--- src/rtl/collision_detector.sv ---
// Per-pixel ball collision detector: turns smiley/object draw overlaps into debounced
// per-object pulses, a per-frame collision mask and the first contact coordinate.
module collision_detector #(
  parameter int MIN_OVERLAP     = 4,
  parameter int COOLDOWN_FRAMES = 3
) (
  input  logic        clk,
  input  logic        reset,
  input  logic        startOfFrame,
  input  logic [10:0] pixelX,
  input  logic [10:0] pixelY,
  input  logic        draw_smiley,
  input  logic        draw_flipper,
  input  logic        drawObstacle,
  input  logic        drawBorder,
  output logic [2:0]  collision_pulse,
  output logic [2:0]  collision_mask,
  output logic [10:0] contact_x,
  output logic [10:0] contact_y,
  output logic        contact_valid
);

  localparam logic [7:0] MIN_CNT = 8'(MIN_OVERLAP);
  // The firing frame itself consumes one decrement, so load one extra.
  localparam logic [4:0] CD_LOAD = 5'(COOLDOWN_FRAMES + 1);

  logic [2:0]  overlap;
  logic [7:0]  cnt_q [3];
  logic [7:0]  cnt_d [3];
  logic [4:0]  cd_q  [3];
  logic [4:0]  cd_d  [3];
  logic [2:0]  fired_q, fired_d, fire;
  logic        staged_v_q, staged_v_d;
  logic [10:0] staged_x_q, staged_x_d, staged_y_q, staged_y_d;

  assign overlap = {drawBorder, drawObstacle, draw_flipper} & {3{draw_smiley}};

  always_comb begin
    // NOTE: every variable gets a default before any conditional update, so no latch is inferred.
    fire       = '0;
    fired_d    = startOfFrame ? 3'b000 : fired_q;
    staged_v_d = startOfFrame ? 1'b0 : staged_v_q;
    staged_x_d = startOfFrame ? 11'd0 : staged_x_q;
    staged_y_d = startOfFrame ? 11'd0 : staged_y_q;
    for (int i = 0; i < 3; i++) begin
      cnt_d[i] = startOfFrame ? 8'd0 : cnt_q[i];
      cd_d[i]  = (startOfFrame && cd_q[i] != 5'd0) ? cd_q[i] - 5'd1 : cd_q[i];
      // A startOfFrame pixel is judged against the already-restarted frame state.
      if (overlap[i] && !fired_d[i] && cd_d[i] == 5'd0) begin
        cnt_d[i] = cnt_d[i] + 8'd1;
        if (cnt_d[i] == MIN_CNT) begin
          fire[i]    = 1'b1;
          fired_d[i] = 1'b1;
          cd_d[i]    = CD_LOAD;
        end
      end
    end
    if (|overlap && !staged_v_d) begin
      staged_v_d = 1'b1;
      staged_x_d = pixelX;
      staged_y_d = pixelY;
    end
  end

  always_ff @(posedge clk or posedge reset) begin
    if (reset) begin
      // NOTE: the per-object arrays are tiny registers, so they are reset like any other state.
      for (int i = 0; i < 3; i++) begin
        cnt_q[i] <= '0;
        cd_q[i]  <= '0;
      end
      fired_q         <= '0;
      staged_v_q      <= 1'b0;
      staged_x_q      <= '0;
      staged_y_q      <= '0;
      collision_pulse <= '0;
      collision_mask  <= '0;
      contact_x       <= '0;
      contact_y       <= '0;
      contact_valid   <= 1'b0;
    end else begin
      // NOTE: non-blocking assignments so every register samples pre-edge values.
      for (int i = 0; i < 3; i++) begin
        cnt_q[i] <= cnt_d[i];
        cd_q[i]  <= cd_d[i];
      end
      fired_q         <= fired_d;
      staged_v_q      <= staged_v_d;
      staged_x_q      <= staged_x_d;
      staged_y_q      <= staged_y_d;
      collision_pulse <= fire;
      if (startOfFrame) begin
        collision_mask <= fired_q;
        contact_x      <= staged_x_q;
        contact_y      <= staged_y_q;
        contact_valid  <= staged_v_q;
      end
    end
  end

endmodule

--- config.mk ---
export PLATFORM = sky130hd
export DESIGN_NAME = collision_detector
export DESIGN_NICKNAME = d
export VERILOG_FILES = /design/src/rtl/collision_detector.sv
export SDC_FILE = /design/constraint.sdc
export NUM_CORES = 1
export LEC_CHECK = 0
export ABC_AREA = 1
export BUFFER_PORTS_ARGS = -buffer_cell sky130_fd_sc_hd__buf_2
export CAP_MARGIN = 20
export CORE_ASPECT_RATIO = 0.8
export CORE_MARGIN = 3
export CORE_UTILIZATION = 53
export CTS_BUF_LIST = sky130_fd_sc_hd__clkbuf_8
export CTS_CLUSTER_DIAMETER = 150
export DETAILED_ROUTE_END_ITERATION = 8
export PLACE_DENSITY_LB_ADDON = 0.08
export SLEW_MARGIN = 0
export SYNTH_ARGS = -nofsm -noshare
export SYNTH_HDL_FRONTEND = slang
export SYNTH_SLANG_ARGS = --single-unit
export TNS_END_PERCENT = 10
--- constraint.sdc ---
create_clock -name clk -period 3.05 [get_ports clk]
set_clock_uncertainty 0.05 [all_clocks]
set_input_delay 0.1525 -clock clk [delete_from_list [all_inputs] [get_ports clk]]
set_output_delay 0.1525 -clock clk [all_outputs]
set_load 0.1 [all_outputs]
== After elaboration in Yosys (flattened, before gate mapping) ==
Index checks and enable logic that the tools add are counted.
W data, S select, Z words.

* Register bits: 94
* Output and inout port bits: 29
* Logic and storage cells: 80

* $add $sub $neg: 6
* Eq/ne operators: 3
* Muxes and demuxes: 33
* Bitwise gates (word level): 1
* Reductions and logical operators: 22

{| class="wikitable"
|+ Operators with widths
! operator !! number
|-
| $mux W8 || 6
|-
| $mux W5 || 9
|-
| $mux W11 || 3
|-
| $add A8 B1 Y8 const B || 3
|-
| $eq A8 B3 Y1 const B || 3
|-
| $logic_not A5 Y1 || 3
|-
| $reduce_bool A5 Y1 || 3
|-
| $sub A5 B1 Y5 const B || 3
|-
| $mux W1 || 14
|-
| $logic_and A1 B1 Y1 || 10
|-
| $logic_not A1 Y1 || 4
|-
| $and A3 B3 Y3 || 1
|-
| $mux W3 || 1
|-
| $reduce_or A3 Y1 || 1
|-
| $reduce_bool A2 Y1 || 1
|}

== Depth between registers and ports, before layout ==
Gate-level depths: netlist of run 1.

* Depth after elaboration: 6
* Mapped depth: 15
* Gate-level depth less buffers: 12

== Worst setup path before layout of run 1 ==
OpenSTA, ideal clock, no wires.

* Path type: reg2reg
* Start point: register cd_q[0] (netlist bit)
* End point: register cnt_q[2] (netlist bit)
* Setup time: 0.117 ns
* Data arrival time: 1.549 ns
* Setup slack: 1.334 ns
* Cell stages (with the launch flop): 13
* Buffers on the path: 1
* Clock period less this slack: 1.716 ns
* Cell sequence: dfrtp_1 > inv_1 > ha_1 > nand3_2 > nand2_4 > nand2_2 > nand2_2 > nand2_1 > nor2_4 > nand2_2 > buf_6 > nand2_1 > o21ai_2

{| class="wikitable"
|+ RTL lines
! what !! RTL line !! source
|-
| start: declaration || 30 || <nowiki>logic [4:0] cd_q [3];</nowiki>
|-
| start signal: indexed assignment || 85 || <nowiki>cd_q[i] <= cd_d[i];</nowiki>
|-
| end signal: indexed assignment || 84 || <nowiki>cnt_q[i] <= cnt_d[i];</nowiki>
|-
| end: declaration || 28 || <nowiki>logic [7:0] cnt_q [3];</nowiki>
|}

==> results.md, run 1 <==
* Core Rows at 30
* H-tree Lvls at 3
* Endpoints failing hold at 0
* GPL Wtd Cong at 0.8561
* Detailed Place HPWL at 6.941 mm
* Internal at 2.092 mW
* Total Routed Length at just over 10 mm
* Initial Util at 0.5509
* CTS resizes at 0
* Total track usage at 0.2124
* Synth Register Bits at 94
* Clock power frac at 0.238
* Worst slew margin at 0.4290
* Root buffer cell: clkbuf_8
* Startpoint types: flip-flop
* Congestion Overflow GR at 0
* CP max FO at 13
* CTS buffer count at 9
* Number of antenna violations at the first check in global routing at 0
* Drt drc at 0
* RSZ-0062 raised after global routing: no
* Vias in the first global route at 3765
* Critical Path End Type: flip-flop
* I/O pin total at 58
* FMAX at approximately 510 MHz
* Final net count at between 700 and 800
* Power, Total at 3.436 mW
* Global-route wire length before repair at 17.64 mm
* Die ar. at just over 10000 µm²
* Final setup violation count at 0
* Synth unique cells at 30
* Crit path required time at 3.26 ns
* Ys flop type: dfrtp_1
* Critical path, cell by cell: inv_1, ha_1, nand3_2, nand2_4, nand2_2, nand2_2, nand2_1, nor2_4, nand2_2, nand2_1, o21ai_2
* P_sw at 1.345 mW
* Max-slew violations at 0
* Max Cap Viol at 0
* Critical path's largest stage delay at 0.38 ns
* Die W at between 100 and 150 µm
* Register area share after synthesis at 0.4967
* Logic pwr share at 0.325
* Ant. Diodes at 0
* Fillers at between 700 and 800
* Share of post-route cells with drive strength above 1 at 0.1761
* DR iter-0 viols at 413
* Worst-path clk slew at 0.09 ns
* Crit path DAT at between 2 and 2.5 ns
* Setup TNS at 0 ns
* Core ar. at 8596 µm²
* Sw Ratio at 0.3914
* Storage cell area at between 2000 and 2500 µm²
* Outcome: finished, final reports clean
* Critical Setup Path Class: flip-flop to flip-flop
* Setup Buffers After CTS at 0
* Avg Cell Area, Syn at 7.959 µm²
* Routed Antenna Nets at 0
* Post-synth EDFFs at 0
* Vias per cell at 5.059
* Area of the multi-input gates at around 2000 µm²
* Sequential share of power at 0.437
* Pwr dens at about 630 nW/µm²
* Maximum vdd drop at 0.3935 mV
* Gate Count Post-Synth at 595
* Max clock buf depth at 2
* Hold depth at 4
* Synthesis-to-layout area growth at 15.40%
* Synth Warn # at 0
* Port bufs at 57
* Worst-Skew Late Latency at 0.37 ns
* WL per Instance at 13.19 µm
* Placed Cells at 746
* Cell Area, Synth at between 4000 and 5000 µm²
* Slew @ Worst Pin at 0.8564 ns
* Die H at 90.55 µm
* Async set-reset flop share out of synthesis at 1.000
* Syn_nets at 630
* Fin cells at between 700 and 800
* Worst hold path class: primary input to flip-flop
* Largest net degree at the start of global routing at 88
* Lkg Pwr at between 2 and 3 nW
* Final period util at 0.6488
* Routed vias at 3956
* R2R cell count at 11
* Post-layout minimum cycle time at 1.979 ns
* CP max stage cell: dfrtp_1
* Crit-path most repeated cell: nand2_2
* CTS tree: yes
* Clock sink total at 94
* Drt first pass iters at 5
cell type report:
cell class | count | share of cell area
clock buffer | 10 | 0.02518
multi-input combinational | 405 | 0.3574
clock inverter | 3 | 0.008700
inverter | 76 | 0.05334
timing repair buffer | 82 | 0.09936
tap | 112 | 0.02564
sequential | 94 | 0.4304
state kept, by name (all words and copies together), names as in the netlist:
| signal | flops |
|---|---|
| contact_x | 11 |
| staged_x_q | 11 |
| fired_q | 3 |
| staged_y_q | 11 |
| cd_q | 15 |
| collision_mask | 3 |
| cnt_q | 24 |
| contact_valid | 1 |
| staged_v_q | 1 |
| contact_y | 11 |
| collision_pulse | 3 |
worst max-delay path, delay by kind of cell (launching register included):
family                   cells  cell delay [ns]
flip-flops                   1             0.38
adder cells (fa/ha/maj)      1             0.25
buffers and inverters        1             0.13
AND/OR/NAND/NOR              8             1.00
AO/OA/AOI/OAI                1             0.05
kinds of logic after synthesis:
family	count (synthesis)	synth area share
simple gates	341	0.3221
buf+inv	96	0.09089
flops	94	0.4967
compound gates	51	0.06156
xor+xnor	7	0.01295
fa+ha+maj	6	0.01585
cell usage in the layout, fill, tap and decap left out:
master / netlist / final
clkbuf_8: 0 / 10
o21ai_1: 10 / 10
buf_2: 1 / 57
inv_1: 68 / 67
nand2_4: 1 / 1
nand4_2: 1 / 1
clkinv_2: 0 / 1
a21boi_0: 1 / 1
inv_2: 7 / 7
dfrtp_1: 94 / 94
nor2_2: 4 / 4
buf_12: 0 / 1
nor2_1: 34 / 34
o21ai_2: 8 / 8
nand4_1: 6 / 6
xnor2_1: 2 / 2
nand3b_1: 1 / 1
nand2_2: 14 / 14
nor2_4: 6 / 6
o31a_1: 1 / 1
clkinv_4: 0 / 2
o21ai_0: 28 / 28
nor3_1: 2 / 2
nand2b_1: 1 / 1
nand2_1: 191 / 191
nand3_2: 3 / 3
bufinv_16: 0 / 1
a21oi_1: 3 / 3
inv_6: 1 / 1
buf_4: 1 / 1
xor2_1: 5 / 5
nand3_1: 77 / 77
ha_1: 6 / 6
dlygate4sd3_1: 0 / 23
per-layer routing:
| layer | GRT usage | share of wire | wire length [µm] | up-vias |
|---|---|---|---|---|
| met2 | 0.3229 | 0.45 | 4682 | 94 |
| met4 | 0.07194 | 0.015 | 150 | 0 |
| met1 | 0.2974 | 0.48 | 4997 | 1839 |
| met3 | 0.05492 | 0.047 | 485 | 15 |
| li1 | - | - | - | 2008 |
| met5 | 0 | 0 | 0 | - |
per-stage QoR:
| step | setup slack, ns | util | hold WS, ns | instance area (µm²) |
|---|---|---|---|---|
| floorplan | 0.3988 | - | 0.2473 | 4736 |
| global placement | 0.9691 | 0.5875 | 0.2607 | 5050 |
| finish | 1.071 | 0.6358 | 0.2448 | 5465 |
| detailed placement | 0.8526 | 0.5875 | 0.2628 | 5050 |
| global route | 0.8260 | 0.6358 | 0.2854 | 5465 |
| CTS | 1.070 | 0.6358 | 0.2439 | 5465 |
power by group through the flow:
stage	Clock (mW)	Sequential, mW	Combinational, mW
after floorplan	0	1.74	0.674
after global placement	0	1.52	1.07
after detailed placement	0	1.52	1.10
after CTS	0.834	1.50	1.13
after global routing	0.885	1.52	1.23
final	0.818	1.50	1.12
path summary, 6_finish.rpt:
path / from / to / slack [ns]
min in group asynchronous: reset / staged_y_q[8] / 0.41
min reg2reg: collision_mask[1] / collision_mask[1] / 0.43
max reg2reg: cd_q[0] / cnt_q[2] / 1.07
min: startOfFrame / collision_mask[0] / 0.24
max in group asynchronous: reset / contact_y[1] / 1.82
max: cd_q[0] / cnt_q[2] / 1.07
timing repair:
item,CTS,global route
setup endpoints to repair,0,0
hold buffers,23,0
hold endpoints to repair,65,0
synth_stat cells (7+ instances only):
cell type,number,area [µm²]
nand2_1,191,716.9
dfrtp_1,94,2352
nand3_1,77,385.4
inv_1,68,255.2
nor2_1,34,127.6
o21ai_0,28,140.1
nand2_2,14,87.58
clkbuf_1,10,37.54
o21ai_1,10,50.05
buf_6,8,90.09
o21ai_2,8,70.07
inv_2,7,26.28
Note: power is estimated with default switching activity, not from simulation.
==> inputs of run 2 (changes only) <==
==> constraint.sdc (replaced) <==
create_clock -name clk -period 1.7 [get_ports clk]
set_clock_uncertainty 0.05 [all_clocks]
set_input_delay 0.085 -clock clk [delete_from_list [all_inputs] [get_ports clk]]
set_output_delay 0.085 -clock clk [all_outputs]
set_load 0.1 [all_outputs]
==> run 2 against run 1 <==
  * The flow now finishes with violations (setup timing)
  * Total power grew 110%
  * Sequential share of layout area shrank 4.3 points
  * Combinational power grew to 2.6 times the previous value
  * Highest routed layer unchanged
  * Via count grew 8.2%
  * Utilization grew 7.1 points
  * Clock power grew 85%
==> results.md, run 2 (synthesis gave the netlist of run 1 again) <==
* Critical Setup Path Class: flip-flop to flip-flop
* Reg-to-Reg Start: cnt_q[0]
* Worst Slack Setup Final at -0.01684 ns
* Port bufs at 57
* Routed vias at 4282
* CP max stage cell: dfrtp_1
* Initial Util at 0.5509
* Slew @ Worst Pin at 0.5044 ns
* Synthesis-to-layout area growth at 28.22%
* Number of antenna violations at the first check in global routing at 0
* Buf+Inv Stages, Crit Path at 1
* Max Cap Viol at 0
* Die W at ~110 µm
* CP delay by family, top: simple AND/OR/NAND/NOR gates
* Crit-path most repeated cell: o21ai_1
* Critical path's largest stage delay at 0.38 ns
* Pwr dens at 1168 nW/µm²
* Vias per cell at 5.153
* Share of post-route cells with drive strength above 1 at 0.2865
* Congestion Overflow GR at 0
* Post-layout minimum cycle time at 1.717 ns
* Drt first pass iters at 5
* Core ar. at 8596 µm²
* Max-slew violations at 0
* R2R cell count at 9
* WL per Instance at 13.78 µm
* Crit path required time at 1.94 ns
* FF-to-FF setup slack at -0.02 ns
* Detailed Place HPWL at 7.749 mm
* Critical Path Stages at 9
* CTS tree: yes
* Worst slew margin at 0.6660
* H-tree Lvls at 3
* Die ar. at 10110 µm²
* Worst-Skew Late Latency at 0.37 ns
* Dpl cell area at 5370 µm²
* Worst-path clk slew at ~0.090 ns
* Largest register FFs at 24
* CP max FO at 3
* Core Rows at 30
* Final setup violation count at 1
* Total track usage at 0.2321
* Failing checks: setup timing
* Drt drc at 0
* Critical path endpoint: fired_q[2]
* Reg2reg end: fired_q[2]
* CTS buffer count at 9
* Largest register by flop count: cnt_q
* Clock sink total at 94
* Largest net degree at the start of global routing at 51
* Worst hold path class: primary input to flip-flop
* Routed Antenna Nets at 0
* Endpoints failing hold at 0
* GPL Wtd Cong at 0.8607
* DR iter-0 viols at 287
* Commonest non-fill, non-tap cells in the layout: nand2_1 (183), dfrtp_1 (94), nand3_1 (71)
* Design area at 6072 µm²
* Ant. Diodes at 0
* Lkg Pwr at between 3 and 4 nW
* Max clock buf depth at 2
* Vias in the first global route at ~4.2k
* Commonest non-fill, non-tap cell in the layout: nand2_1
* Crit path DAT at 1.96 ns
* Fin util at 0.7064
* Outcome: finished with violations
* Biggest regs: cnt_q (24), cd_q (15)
* CP Launch Point: cnt_q[0]
* Startpoint types: flip-flop
* I/O pin total at 58
* Maximum vdd drop at just over 0.6 mV
* Total Routed Length at 11.45 mm
* FMAX at 582.5 MHz
* Critical path, cell by cell: inv_1, nor2_4, ha_4, nand4_1, o21ai_1, nand2_1, nor2_1, nand3_1, o21ai_1
* Critical Path End Type: flip-flop
* Global-route wire length before repair at 19.15 mm
* RSZ-0062 raised after global routing: yes
* Die H at a little over 90 µm
* Final net count at 750
* Setup TNS at -0.01684 ns
* Final period util at 1.010
* Root buffer cell: clkbuf_8
-- run 2: cell count changes in the layout (fill, tap and decap cells not counted), sizes merged --
cell	delta
clkinvlp	+3
buf	+45
nand2	+2
inv	+1
clkinv	-2
-- run 2: stage by stage --
stage | std cells | total power, mW | hold slack, ns | setup slack, ns
detailed placement | 785 | 4.996 | 0.06735 | -0.1023
CTS | 824 | 6.689 | 0.08907 | -0.001785
finish | 831 | 7.089 | 0.09749 | -0.01684
floorplan | 595 | 4.333 | 0.1798 | -0.01598
global placement | 785 | 4.916 | 0.05862 | -0.05569
global route | 831 | 7.468 | 0.1224 | -0.08530
-- run 2: worst register-to-register path, delay by kind of cell (launching register included) --
kind / cells / cell delay, ns
AO/OA/AOI/OAI: 2 / 0.35
flip-flops: 1 / 0.38
AND/OR/NAND/NOR: 5 / 0.62
buffers and inverters: 1 / 0.08
adder cells (fa/ha/maj): 1 / 0.15
-- run 2: worst min-delay path by stage --
stage                 start  cells past startpoint  slack (ns)                end
6_report       startOfFrame                      4         0.1          cnt_q[17]
5_1_grt        startOfFrame                      4        0.12          cnt_q[17]
4_1_cts        startOfFrame                      4        0.09          cnt_q[17]
2_1_floorplan    pixelX[10]                      2        0.18     staged_x_q[10]
3_3_place_gp          reset                      2        0.06  collision_mask[2]
3_5_place_dp          reset                      2        0.07  collision_mask[2]
-- run 2: timing repair --
action	CTS	global route
cloned	1	1
pin swaps	3	26
hold endpoints to repair	66	0
endpoints found under the setup margin	33	33
setup buffers	0	6
resized for setup	13	46
hold buffers	23	0
-- run 2: report_power, final --
| part | total (mW) | internal [mW] | switching (mW) |
|---|---|---|---|
| Combinational | 2.87 | 1.04 | 1.83 |
| Clock | 1.51 | 0.714 | 0.794 |
| Sequential | 2.72 | 2.50 | 0.215 |
| Total | 7.09 | 4.25 | 2.84 |
-- run 2: final cells by class --
type | instances | area (µm²)
clock buffer | 10 | 137.6
clock inverter | 5 | 58.81
fill | 676 | 2524
inverter | 76 | 294.0
multi-input combinational | 407 | 2172
sequential | 94 | 2352
tap | 112 | 140.1
timing repair buffer | 127 | 917.1
-- run 2: metal layers --
| layer | up-vias | part of all wire | global-route usage |
|---|---|---|---|
| met1 | 2031 | 0.44 | 0.3159 |
| met2 | 115 | 0.49 | 0.3713 |
| met5 | - | 0 | 0 |
| met3 | 20 | 0.051 | 0.04622 |
| met4 | 0 | 0.019 | 0.08308 |
| li1 | 2116 | - | - |
